File: config.mk
export PLATFORM = sky130hd
export DESIGN_NAME = ctrl_interrupcao
export DESIGN_NICKNAME = d
export VERILOG_FILES = /design/src/rtl/ctrl_interrupcao_pkg.sv /design/src/rtl/ctrl_interrupcao_codpri4.sv /design/src/rtl/ctrl_interrupcao.sv
export SDC_FILE = /design/constraint.sdc
export NUM_CORES = 1
export LEC_CHECK = 0
export CORE_ASPECT_RATIO = 0.8
export CORE_MARGIN = 4
export CORE_UTILIZATION = 40
export CTS_CLUSTER_SIZE = 28
export DETAILED_ROUTE_END_ITERATION = 12
export PLACE_DENSITY = 0.68
export RECOVER_POWER = 100
export SLEW_MARGIN = 20
export SYNTH_ARGS = -nofsm -noshare
export SYNTH_HDL_FRONTEND = slang
export SYNTH_SLANG_ARGS = --single-unit
File: constraint.sdc
create_clock -name clk -period 1.8 [get_ports clk]
set_clock_uncertainty 0.2 [all_clocks]
set_input_delay 0.18 -clock clk [delete_from_list [all_inputs] [get_ports clk]]
set_output_delay 0.18 -clock clk [all_outputs]
set_load 0.02 [all_outputs]
File: src/rtl/ctrl_interrupcao_pkg.sv
// ctrl_interrupcao_pkg: shared sizes, FSM state encoding and a small helper
// for the four-source interrupt controller.
package ctrl_interrupcao_pkg;

  localparam int unsigned N_SRC  = 4;
  localparam int unsigned ID_W   = 2;
  localparam int unsigned CONT_W = 8;

  // Handshake state; 2'b11 is unused and recovers to OCIOSO.
  typedef enum logic [1:0] {
    OCIOSO  = 2'b00,
    PEDIDO  = 2'b01,
    SERVICO = 2'b10
  } estado_t;

  // One-hot decode of a source index.
  function automatic logic [N_SRC-1:0] onehot_src(input logic [ID_W-1:0] idx);
    logic [N_SRC-1:0] v;
    v      = '0;
    v[idx] = 1'b1;
    return v;
  endfunction

endpackage

File: src/rtl/ctrl_interrupcao_codpri4.sv
// codpri4: 4-to-2 priority encoder with enable, purely combinational.
// Ports:
//   i  in  4  request vector, bit 3 has highest priority
//   en in  1  enable; when low the output is 0
//   y  out 2  index of the highest set bit of i (0 when i==0 or en==0)
module codpri4
  import ctrl_interrupcao_pkg::*;
(
  input  logic [N_SRC-1:0] i,
  input  logic             en,
  output logic [ID_W-1:0]  y
);

  // Highest index wins.
  always_comb begin
    y = '0;
    if (en) begin
      if (i[3])      y = ID_W'(3);
      else if (i[2]) y = ID_W'(2);
      else if (i[1]) y = ID_W'(1);
      else           y = ID_W'(0);
    end
  end

endmodule

File: src/rtl/ctrl_interrupcao.sv
// ctrl_interrupcao: four-source interrupt controller. Latches rising edges of
// req into pend, applies a programmable mask, selects the highest-index
// unmasked pending source and runs an irq/ack/eoi handshake with the consumer.
// Ports:
//   clk, rst_n       clock, asynchronous active-low reset
//   req[3:0]         request lines (rising edge raises a source)
//   wr_msk, msk_in   mask load strobe and value (1 = masked)
//   ack              consumer accepts the current request (PEDIDO only)
//   eoi              consumer ends service (SERVICO only)
//   irq              request to consumer (registered)
//   id[1:0]          index of requested/serviced source (registered)
//   ocupado          service in progress (registered)
//   pend[3:0]        pending register
//   cont[7:0]        accepted-request counter, wraps
module ctrl_interrupcao
  import ctrl_interrupcao_pkg::*;
(
  input  logic              clk,
  input  logic              rst_n,
  input  logic [N_SRC-1:0]  req,
  input  logic              wr_msk,
  input  logic [N_SRC-1:0]  msk_in,
  input  logic              ack,
  input  logic              eoi,
  output logic              irq,
  output logic [ID_W-1:0]   id,
  output logic              ocupado,
  output logic [N_SRC-1:0]  pend,
  output logic [CONT_W-1:0] cont
);

  estado_t           estado;
  logic [N_SRC-1:0]  req_q;
  logic [N_SRC-1:0]  msk;
  logic [N_SRC-1:0]  sel;
  logic [N_SRC-1:0]  subida;
  logic [N_SRC-1:0]  limpa;
  logic [N_SRC-1:0]  pend_nxt;
  logic [ID_W-1:0]   cod_y;
  logic              aceita;

  assign sel    = pend & ~msk;
  assign subida = req & ~req_q;
  assign aceita = (estado == PEDIDO) && ack;

  codpri4 u_codpri4 (
    .i  (sel),
    .en (1'b1),
    .y  (cod_y)
  );

  // Clear the accepted source; a new edge in the same cycle takes precedence.
  always_comb begin
    limpa    = '0;
    if (aceita) limpa = onehot_src(id);
    pend_nxt = (pend & ~limpa) | subida;
  end

  // State, handshake outputs and bookkeeping registers.
  always_ff @(posedge clk or negedge rst_n) begin
    if (!rst_n) begin
      estado  <= OCIOSO;
      irq     <= 1'b0;
      id      <= '0;
      ocupado <= 1'b0;
      pend    <= '0;
      req_q   <= '0;
      msk     <= '0;
      cont    <= '0;
    end else begin
      req_q <= req;
      pend  <= pend_nxt;
      if (wr_msk) msk <= msk_in;

      case (estado)
        OCIOSO: begin
          irq     <= 1'b0;
          ocupado <= 1'b0;
          if (sel != '0) begin
            estado <= PEDIDO;
            irq    <= 1'b1;
            id     <= cod_y;
          end
        end
        PEDIDO: begin
          // id stays frozen until the consumer accepts.
          if (ack) begin
            estado  <= SERVICO;
            irq     <= 1'b0;
            ocupado <= 1'b1;
            cont    <= cont + CONT_W'(1);
          end
        end
        SERVICO: begin
          if (eoi) begin
            estado  <= OCIOSO;
            ocupado <= 1'b0;
          end
        end
        default: begin
          estado  <= OCIOSO;
          irq     <= 1'b0;
          ocupado <= 1'b0;
        end
      endcase
    end
  end

endmodule

Word level (Yosys, flattened, before mapping)
Index checks and enable logic that the tools add are counted.
W data, S select, Z words.

word-level totals
  flip-flop bits (word level) = 26
  output and inout port bits = 16

cells by class
  mux-type cells = 16
  reductions and logical operators = 9
  bitwise logic cells = 8
  magnitude comparators = 2
  add/sub/neg operators = 1
  equal/unequal tests = 5

operators with widths
  operator               count
  $and A4 B4 Y4          3
  $not A4 Y4             3
  $mux W2                5
  $add A8 B1 Y8 const B  1
  $reduce_and A2 Y1      4
  $mux W1                6
  $ne A2 B2 Y1 const B   3
  $pmux W2 S3            1
  $mux W4                1
  $or A4 B4 Y4           1
  $reduce_bool A4 Y1     1
  $lt A2 B3 Y1 const B   1
  $pmux W1 S3            1
  $reduce_and A3 Y1      1
  $demux W1 S2           1
  $eq A2 B1 Y1 const B   1
  $eq A2 B2 Y1 const B   1
  $ge A2 B1 Y1 const B   1
  $logic_and A1 B1 Y1    2
  $logic_not A2 Y1       1
  $pmux W1 S2            1
  $not A1 Y1             1

Depth between registers and ports, before layout
  depth after elaboration = 8
  depth in mapped cells = 3
  depth with buffers taken out = 3

By module
A second synthesis with hierarchy kept.

unflattened totals
  cell total of the unflattened synthesis = 95
  area, all modules = 1,154.9 sq um

modules (own cells, without submodules)
  module            area an instance (sq um)  seq. area each (sq um)  times used  cells an instance
  ctrl_interrupcao  1,133.6                   650.6                   1           92
  codpri4           21.3                      0.0                     1           3

Worst setup path after synthesis
OpenSTA, ideal clock, no wires.

  path kind = flip-flop to flip-flop
  from = register pend[2]
  to = register irq
  period minus slack after synthesis = 1.539 ns
  data arrival time = 1.220 ns
  data required time = 1.481 ns
  stages on the path, launching flop included = 4
  slack = 0.261 ns
  cells stage by stage = dfrtp_1 > nor2b_4 > o41ai_4 > a21bo_1

between the ends
  cells in the longest elaborated chain, start to end = 4

ends and longest elaborated chain
  what                    line                    source
  from (decl)             ctrl_interrupcao.sv:28  output logic [N_SRC-1:0] pend,
  from (signal assigned)  ctrl_interrupcao.sv:72  pend <= pend_nxt;
  $and A4 B4 Y4           ctrl_interrupcao.sv:42  assign sel = pend & ~msk;
  $reduce_bool A4 Y1      ctrl_interrupcao.sv:79  if (sel != '0) begin
  $mux W1                 ctrl_interrupcao.sv:79
  $pmux W1 S3             ctrl_interrupcao.sv:75  case (estado)
  to (signal assigned)    ctrl_interrupcao.sv:77  irq <= 1'b0;
  to (signal assigned)    ctrl_interrupcao.sv:81  irq <= 1'b1;
  to (signal assigned)    ctrl_interrupcao.sv:89  irq <= 1'b0;
  to (decl)               ctrl_interrupcao.sv:25  output logic irq,

No other way between the ends.
A chain may end at the register's enable or synchronous reset.

Worst setup path after layout
  from = register id[0]
  to = output port id[0]

RTL lines
  what                    line                    source
  from (decl)             ctrl_interrupcao.sv:26  output logic [ID_W-1:0] id,
  from (signal assigned)  ctrl_interrupcao.sv:82  id <= cod_y;

No word-level cell between the ends.

==> flow_summary.ini <==
[detailed_routing]
wl_met2_um = 969
wl_met1_um = 1060
wire_per_inst_um = 13.5
drt_iter0_drc = 18
top_layer_used = met4
wl_met3_um = 84
drt_wl_total_um = 2130
drc = 0
via_count = 771
drtPass1Iterations = 4
ant_nets = 0
via_per_inst = 4.88

[clocking]
root_buffer = clkbuf_4
path_clk_slew_ns = 0.13
cts_made_buffers = 3
htreeDepth = 1
clk_path_buf_depth = 2
insertion_delay_ns = 0.31
cts_tree = built
clock-sinks = 26

[synthesis]
avgSynthCellArea_um2 = 12.4
ys_ff_latch = 26
synth_largest_area_cell = dfrtp_1
synthTopCellsByArea = dfrtp_1, mux2_1, xnor2_1
yosysWarningCount = 0
synthAdderAreaFrac = 0.0112
syn_area_um2 = 1120
synth_cell_types = 25
synth_edf_count = 0
synth_compound_area_frac = 0.114
async_flop_share = 1.00
synth_top_area_frac = 0.583
synthTopCellsByCount = dfrtp_1, nand2_1, inv_1, o21ai_1
synthMuxAreaShare = 0.0493
synth_flop_cell = dfrtp_1
yosys.cell_count.top_type = dfrtp_1
synth.yosys.seq_area_share = 0.583
synthSimpleGateAreaFrac = 0.167
synth_cells = 90
synthXorXnorAreaFrac = 0.0549
syn-num-nets = 104
synth_top_family_by_area = simple AND/OR/NAND/NOR gates

[setup_path]
cp_slowest_cell = clkdlybuf4s50_1
cp-start-kind = flop
crit_chain = clkdlybuf4s50_1
worstSetupEndpointType = primary output
arrival_ns = 1.38
worstReg2RegEnd = irq
r2r_slack_ns = 0.20
slowest_delay_ns = 0.63
critPathKind = reg -> out
crit_required_ns = 1.42
rr_worst_depth = 3
r2r_start = pend[2]
cp.buffers_inverters = 1
crit_family = buffers and inverters
crit_fanout = 4

[floorplan]
core_area_um2 = 2560
rows = 16
start_util = 0.436
die_h_um = 55.2
die_w_um = 67.1
dieArea_um2 = 3700
top_level_ports = 29

[layout]
antennaDiodeCount = 0
nets = 138
drive_gt1_frac = 0.0656
seqCellArea_um2 = 651
nFillCells = 250
area_growth_pct = 26.5
multiInputGateArea_um2 = 414
fin_util = 0.551

[power]
power_density_nw_per_um2 = 1430
power.leakage_nw = 0.653
ir_drop_mv = 0.585

[sta]
slew_viol_final = 0
hold_viol_final = 0
setup_tns_ns = 0
min_period_ns = 1.76
final-setup-viol-count = 0
rsz0062_at_grt = no
fin_crit_sh = 0.979
whs_ns = 0.196
slew_headroom = 0.582
max_freq_mhz = 568
tightest_slew_ns = 0.626

[outcome]
outcome = completed

[global_route]
antenna_found_initial = 0
track_usage = 0.127
grt-ovfl-total = 0
grt_pass1_vias = 747
grt_first_pass_wirelength_um = 3610
grt_max_degree = 27

[placed_design]
place_congestion = 0.719
portBuffers = 28
dp_hpwl_um = 1630

[job]
maxCapViolations = 0

[worst_hold_path]
min_path_type = in -> async
==> where the power goes <==
part           internal [mW]  leakage (nW)  switching (mW)
clock                 0.0782        0.0138           0.157
sequential             0.753         0.308           0.202
combinational          0.398         0.331           0.437
total                   1.23         0.653           0.796
==> metrics by stage <==
step                total power [mW]  area [µm²]  cells  worst slack (ns)
detailed placement              1.92        1450    155             0.155
global route                    2.15        1410    158          0.000405
floorplan                       1.49        1120     90             0.261
global placement                1.90        1450    155             0.163
CTS                             2.15        1470    158           0.00127
finish                          2.02        1410    158            0.0380
==> cells in the final DEF (no fill, tap or decap) <==
cell type / instances
clkdlybuf4s50_1: 15
nand2_1: 7
and3b_1: 1
clkbuf_4: 3
nor2b_4: 1
o31ai_1: 4
nand3_1: 2
ha_1: 1
o21ai_0: 8
o41ai_2: 1
nand2b_1: 2
mux2i_1: 1
o21ai_1: 1
a21oi_1: 1
dfrtp_1: 26
or2b_2: 1
xnor2_1: 4
a21bo_1: 2
dlygate4sd3_1: 6
nor2b_1: 3
nor2_1: 4
and3_1: 1
inv_1: 6
xor2_1: 3
dlygate4sd2_1: 3
mux2_1: 4
nand3b_4: 1
clkbuf_1: 4
nor3_1: 2
nand4_1: 3
clkbuf_2: 1
==> metal layers <==
layer / up-vias / global-route usage
met2: 13 / 0.176
met4: 0 / 0.0347
li1: 380 / -
met5: - / 0
met3: 2 / 0.0426
met1: 376 / 0.186
==> sequential cells by signal, indices dropped and copies added (netlist names) <==
register	cells
cont	8
msk	4
pend	4
req_q	4
estado	2
id	2
irq	1
ocupado	1
==> repair_timing <==
action | CTS | global route
resized for setup | 3 | 4
endpoints found under the setup margin | 3 | 4
pin swaps | 0 | 0
hold buffers | 0 | 0
cloned | 0 | 0
setup buffers | 0 | 0
==> final cells by class <==
cell class	instances	area share
clock buffer	3	0.0160
sequential	26	0.461
tap	36	0.0319
multi-input combinational	58	0.293
inverter	6	0.0160
timing repair buffer	29	0.182
==> how the worst max path moves through the flow <==
stage	startpoint	end	slack, ns	cells past startpoint
finish	id[0]	id[0]	0.04	1
global route	id[0]	id[0]	0.0004	1
CTS	cont[2]	cont[2]	0.001	1
detailed placement	ack	cont[6]	0.15	4
global placement	ack	cont[6]	0.16	4
floorplan	pend[2]	irq	0.26	3
==> logic make-up (layout without fill, tap and decap cells) <==
kind of cell / count (synthesis) / in the layout
buffers and inverters: 6 / 38
XOR/XNOR: 7 / 7
adder cells (fa/ha/maj): 1 / 1
AND/OR/NAND/NOR: 28 / 28
flip-flops: 26 / 26
AO/OA/AOI/OAI: 17 / 17
multiplexers: 5 / 5
Note: power is estimated with default switching activity, not from simulation.
